<file path="src/rtl/tft_frame_streamer.sv">
// ---------------------------------------------------------------------------
// tft_frame_streamer
//
// Full-frame pixel source for the ILI9341 display path. Emits one frame of
// H_RES x V_RES pixels in row-major order on a valid/ready stream. Each frame
// uses one palette colour chosen by `mode`, optionally framed by a border of
// BORDER pixels in BORDER_COLOR. `mode` is only sampled at frame start, so a
// frame is never drawn in mixed colours.
//
// State table
//   state  | meaning
//   IDLE   | just out of reset; always proceeds to draw the first frame
//   LOAD   | one cycle: latch mode/colour, clear x/y and pending refresh
//   STREAM | presenting pixels; advance x/y on every accepted pixel
//   DONE   | frame complete; wait for a mode change or a refresh request
//
// Ports
//   clk         in   single clock, rising edge
//   rst         in   synchronous active-low reset
//   mode        in   requested mode, sampled in LOAD
//   refresh     in   single-cycle redraw request
//   pix_data    out  current pixel (RGB565 by default)
//   pix_valid   out  pixel available (STREAM)
//   pix_ready   in   consumer accepts current pixel
//   pix_first   out  current pixel is (0,0)
//   pix_last    out  current pixel is (H_RES-1, V_RES-1)
//   frame_done  out  level, high while waiting in DONE
//   frame_count out  completed frames, wraps at 256
//   mode_err    out  sticky, an out-of-range mode was latched
// ---------------------------------------------------------------------------
module tft_frame_streamer #(
  parameter int H_RES      = 240,
  parameter int V_RES      = 320,
  parameter int PIXEL_SIZE = 16,
  parameter int N_MODES    = 5,
  parameter int MODE_W     = 3,
  parameter logic [N_MODES*PIXEL_SIZE-1:0] PALETTE =
    {16'h0000, 16'h780F, 16'hF800, 16'h07FF, 16'hFFE0},
  parameter int BORDER     = 0,
  parameter logic [PIXEL_SIZE-1:0] BORDER_COLOR = 16'h0000
) (
  input  logic                  clk,
  input  logic                  rst,
  input  logic [MODE_W-1:0]     mode,
  input  logic                  refresh,
  output logic [PIXEL_SIZE-1:0] pix_data,
  output logic                  pix_valid,
  input  logic                  pix_ready,
  output logic                  pix_first,
  output logic                  pix_last,
  output logic                  frame_done,
  output logic [7:0]            frame_count,
  output logic                  mode_err
);

  localparam int X_W = $clog2(H_RES);
  localparam int Y_W = $clog2(V_RES);

  localparam int X_MAX_I = H_RES - 1;
  localparam int Y_MAX_I = V_RES - 1;
  localparam logic [X_W-1:0] X_MAX = X_MAX_I[X_W-1:0];
  localparam logic [Y_W-1:0] Y_MAX = Y_MAX_I[Y_W-1:0];

  // Border limits carry one extra bit so H_RES - BORDER never aliases.
  localparam int BORDER_I = BORDER;
  localparam int XB_HI_I  = H_RES - BORDER;
  localparam int YB_HI_I  = V_RES - BORDER;
  localparam logic [X_W:0] XB_LO = BORDER_I[X_W:0];
  localparam logic [X_W:0] XB_HI = XB_HI_I[X_W:0];
  localparam logic [Y_W:0] YB_LO = BORDER_I[Y_W:0];
  localparam logic [Y_W:0] YB_HI = YB_HI_I[Y_W:0];

  // N_MODES may equal 2**MODE_W, so the range check needs one extra bit.
  localparam int N_MODES_I = N_MODES;
  localparam logic [MODE_W:0] N_MODES_L = N_MODES_I[MODE_W:0];

  typedef enum logic [1:0] {
    ST_IDLE   = 2'd0,
    ST_LOAD   = 2'd1,
    ST_STREAM = 2'd2,
    ST_DONE   = 2'd3
  } state_t;

  state_t                r_state;
  state_t                w_next_state;
  logic [X_W-1:0]        r_x;
  logic [Y_W-1:0]        r_y;
  logic [MODE_W-1:0]     r_active_mode;
  logic [PIXEL_SIZE-1:0] r_colour;
  logic                  r_refresh_pend;
  logic [7:0]            r_frame_count;
  logic                  r_mode_err;

  logic                  w_stream;
  logic                  w_xfer;
  logic                  w_x_end;
  logic                  w_y_end;
  logic                  w_last_xfer;
  logic                  w_mode_ok;
  logic [MODE_W-1:0]     w_load_mode;
  logic [PIXEL_SIZE-1:0] w_load_colour;
  logic                  w_in_border;
  logic                  w_redraw;

  assign w_stream    = (r_state == ST_STREAM);
  assign w_xfer      = w_stream && pix_ready;
  assign w_x_end     = (r_x == X_MAX);
  assign w_y_end     = (r_y == Y_MAX);
  assign w_last_xfer = w_xfer && w_x_end && w_y_end;

  assign w_mode_ok   = ({1'b0, mode} < N_MODES_L);
  assign w_load_mode = w_mode_ok ? mode : '0;

  // Constant-index loop keeps the palette lookup free of variable part-selects.
  always_comb begin
    w_load_colour = PALETTE[0 +: PIXEL_SIZE];
    for (int i = 0; i < N_MODES; i++) begin
      if (w_load_mode == MODE_W'(i)) begin
        w_load_colour = PALETTE[i*PIXEL_SIZE +: PIXEL_SIZE];
      end
    end
  end

  // Any of these in DONE starts a new frame; a refresh arriving in the same
  // cycle as DONE is honoured directly rather than via the pending flag.
  assign w_redraw = (mode != r_active_mode) || r_refresh_pend || refresh;

  always_comb begin
    w_next_state = r_state;
    case (r_state)
      ST_IDLE:   w_next_state = ST_LOAD;
      ST_LOAD:   w_next_state = ST_STREAM;
      ST_STREAM: if (w_last_xfer) w_next_state = ST_DONE;
      ST_DONE:   if (w_redraw) w_next_state = ST_LOAD;
      default:   w_next_state = ST_IDLE;
    endcase
  end

  always_ff @(posedge clk) begin
    if (!rst) begin
      r_state <= ST_IDLE;
    end else begin
      r_state <= w_next_state;
    end
  end

  always_ff @(posedge clk) begin
    if (!rst) begin
      r_x            <= '0;
      r_y            <= '0;
      r_active_mode  <= '0;
      r_colour       <= '0;
      r_refresh_pend <= 1'b0;
      r_frame_count  <= 8'd0;
      r_mode_err     <= 1'b0;
    end else begin
      case (r_state)
        ST_LOAD: begin
          r_active_mode  <= w_load_mode;
          r_colour       <= w_load_colour;
          r_x            <= '0;
          r_y            <= '0;
          // Clearing here also drops a refresh pulse seen during LOAD itself.
          r_refresh_pend <= 1'b0;
          if (!w_mode_ok) begin
            r_mode_err <= 1'b1;
          end
        end
        ST_STREAM: begin
          if (refresh) begin
            r_refresh_pend <= 1'b1;
          end
          if (w_xfer) begin
            if (w_x_end) begin
              r_x <= '0;
              // y wraps after the last line so it never exceeds V_RES-1.
              r_y <= w_y_end ? '0 : r_y + 1'b1;
            end else begin
              r_x <= r_x + 1'b1;
            end
          end
          if (w_last_xfer) begin
            r_frame_count <= r_frame_count + 8'd1;
          end
        end
        ST_DONE: begin
          if (refresh) begin
            r_refresh_pend <= 1'b1;
          end
        end
        default: begin
        end
      endcase
    end
  end

  always_comb begin
    w_in_border = 1'b0;
    if (BORDER > 0) begin
      w_in_border = ({1'b0, r_x} <  XB_LO) ||
                    ({1'b0, r_x} >= XB_HI) ||
                    ({1'b0, r_y} <  YB_LO) ||
                    ({1'b0, r_y} >= YB_HI);
    end
  end

  // Pixel is a function of registered x/y/colour only, so it holds during
  // stalls without extra storage. Outside STREAM it reads as zero.
  assign pix_data    = w_stream ? (w_in_border ? BORDER_COLOR : r_colour) : '0;
  assign pix_valid   = w_stream;
  assign pix_first   = w_stream && (r_x == '0) && (r_y == '0);
  assign pix_last    = w_stream && w_x_end && w_y_end;
  assign frame_done  = (r_state == ST_DONE);
  assign frame_count = r_frame_count;
  assign mode_err    = r_mode_err;

endmodule

</file>
<file path="config.mk">
export PLATFORM = sky130hd
export DESIGN_NAME = tft_frame_streamer
export DESIGN_NICKNAME = d
export VERILOG_FILES = /design/src/rtl/tft_frame_streamer.sv
export SDC_FILE = /design/constraint.sdc
export NUM_CORES = 1
export LEC_CHECK = 0
export CELL_PAD_IN_SITES_DETAIL_PLACEMENT = 1
export CELL_PAD_IN_SITES_GLOBAL_PLACEMENT = 2
export CORE_MARGIN = 1
export CORE_UTILIZATION = 34
export DETAILED_ROUTE_END_ITERATION = 10
export PLACE_DENSITY_LB_ADDON = 0.1
export SKIP_LAST_GASP = 1
export SLEW_MARGIN = 15
export SYNTH_ARGS = -nofsm -noshare
export SYNTH_HDL_FRONTEND = slang
export SYNTH_SLANG_ARGS = --single-unit
</file>
<file path="constraint.sdc">
create_clock -name clk -period 3.53 [get_ports clk]
set_clock_uncertainty 0.1 [all_clocks]
set_input_delay 0.706 -clock clk [delete_from_list [all_inputs] [get_ports clk]]
set_output_delay 0.706 -clock clk [all_outputs]
set_load 0.02 [all_outputs]
</file>
==> impl_metrics.yaml <==
outcome:
  status: "finished clean"
power_and_ir_drop:
  combPwrFrac_pct: 38.1
  power.share.clock_pct: 24.0
  leakage_nw: 0.913
  swShare_pct: 37.4
  power_frac_seq_pct: 37.9
  total_power_mw: 1.28
  switching_power_mw: 0.477
  peakVddDrop_mv: 0.345
  p_int_mw: 0.798
  powerDensity_nw_per_um2: 488
logic_synthesis:
  synthCells: 265
  ys_top_cells_by_area: "dfxtp_1 (34%), ha_1 (5.1%), buf_4 (4.8%)"
  synth_warnings: 0
  synth.avg_cell_area_um2: 8.30
  synth_area_um2: 2200
  synthFlopType: "dfxtp_1"
  yosysTopAreaCell: "dfxtp_1"
  synthArstFlopShare_pct: 0
  synth-edff-count: 0
  ys_types: 46
  ys_seq_elements: 37
  seq_area_frac_synth_pct: 33.7
  syn_nets: 281
  synth_top_cell_area_share_pct: 33.7
routing:
  drc: 0
  wl_um: 5910
  post_drt_wl_per_cell_um: 16.3
  vias: 2012
  dr.pass1.iters: 4
  avgViaCountPerCell: 5.54
  ant_nets: 0
  drtIter0Drc: 67
clocking:
  cts_root_buf: "clkbuf_8"
  cts_sinks: 37
  cts_buffer_depth: 2
  cts_hold_buf: 0
  h-tree-depth: 2
  cts_setup_buffers: 0
  clk_transition_reported_paths_ps: 70
  worstSkewPairLatency_ps: 280
  numCtsBuffers: 5
  cts_tree: "yes"
  postCtsResizedCells: 0
layout:
  syn_to_final_growth_pct: 18.8
  final_util_pct: 43.1
  layout_common_cells: "dfxtp_1 (37), clkdlybuf4s50_1 (35), a21oi_1 (17)"
  antennaDiodeCount: 0
  fin_area_um2: 2610
  layout_commonest_cell: "dfxtp_1"
  drive_gt1_share_pct: 7.29
  fin_nets: 304
placement:
  gp_congestion: 0.782
  dpl.hpwl_um: 4190
  io_buffers: 35
  place_area_um2: 2530
worst_setup_path:
  critPathLaunchType: "flip-flop"
  crit_type: "flip-flop to output port"
  critPathArrivalTime_ps: 2330
  cp_max_fo: 19
  end_kind: "output port"
  crit_required_ps: 2720
floorplan:
  coreArea_um2: 6060
  initial_core_util_pct: 36.3
  die_w_um: 82.4
  die_y_um: 82.4
  core.rowCount: 28
  fp.dieArea_um2: 6790
  ios: 36
timing:
  worstMarginPinSlew_ps: 675
  tns_ps: 0
  slew_violations: 0
  rsz0062_at_grt: "no"
  period_needed_ps: 3130
  setup_viol: 0
  max-slew-margin-rel_pct: 55.0
  fmax_mhz: 319
  min_period_over_period_pct: 88.7
  hold_viol: 0
global_routing:
  grt_pass1_vias: 1928
  grt_pass1_wl_um: 9740
  grt-ovfl-total: 0
  gr-usage-all-layers_pct: 18.9
  grt_max_degree: 20
  antenna_found_initial: 0
job:
  drv_cap: 0
worst_hold_path:
  worstHoldPathType: "flip-flop to flip-flop"
final timing paths:
kind,cells past startpoint,from,end,slack [ps]
min reg2reg,2,mode_err,mode_err,360
max,4,r_state[1],pix_first,400
max reg2reg,4,r_state[1],frame_count[2],1300
min,2,mode_err,mode_err,360
state kept, by name, indices dropped and copies added (netlist names):
name            flops
r_state             2
r_colour            5
r_y                 9
frame_count         8
r_active_mode       3
r_refresh_pend      1
mode_err            1
r_x                 8
final cells by class:
type	count	area, um^2
clock buffer	7	86.3
fill	726	3450
inverter	10	37.5
multi-input combinational	193	1260
sequential	37	741
tap	75	93.8
timing repair buffer	41	395
cells by family (layout without fill, tap and decap cells):
| logic type | Yosys count | after routing | share of synthesized area, % |
|---|---|---|---|
| AOI/OAI and AO/OA | 63 | 63 | 18.3 |
| xor gates and xnor gates | 3 | 3 | 1.20 |
| adders and majority gates | 9 | 9 | 5.12 |
| buffers and inverters | 35 | 58 | 9.05 |
| DFF | 37 | 37 | 33.7 |
| muxes | 5 | 5 | 2.39 |
| and+or+nand+nor | 113 | 113 | 30.2 |
layer usage:
| metal | track usage (%) | part of all wire (%) | up-vias |
|---|---|---|---|
| met2 | 31.3 | 46 | 29 |
| met1 | 25.2 | 51 | 967 |
| met3 | 3.63 | 2.6 | 5 |
| met4 | 4.74 | 0.74 | 0 |
| met5 | 0 | 0 | - |
| li1 | - | - | 1011 |
cells in the mapped netlist, drive strengths merged (3+ instances only):
master    n
nor3      6
nand3    14
nand4     8
buf      16
nor2     13
nand2b   16
mux2i     3
a31oi     7
dfxtp    37
inv       9
and2      9
ha        9
nand4bb   3
clkbuf    9
a311oi    4
xnor2     3
or3       7
o21ai    16
a21oi    17
nor4      4
nand2    15
and3      7
a211oi    3
power groups by stage:
stage | registers (mW) | clock network (mW) | logic [mW]
final | 0.483 | 0.305 | 0.486
after CTS | 0.484 | 0.322 | 0.489
after detailed placement | 0.493 | 0 | 0.485
after global routing | 0.490 | 0.332 | 0.538
after global placement | 0.491 | 0 | 0.484
after floorplan | 0.488 | 0 | 0.349
worst max-delay path: stages, from the launching register on:
cell	delay [ps]
dfxtp_1	420
ha_1	630
nand4b_1	170
nor3_1	200
clkdlybuf4s50_1	630
stage by stage:
step | hold slack, ps | cells | setup slack [ps]
finish | 357 | 363 | 397
global route | 389 | 363 | 151
CTS | 360 | 363 | 366
detailed placement | 348 | 356 | 682
global placement | 338 | 356 | 733
floorplan | 339 | 265 | 923
Power figures use the tool's default switching activity.
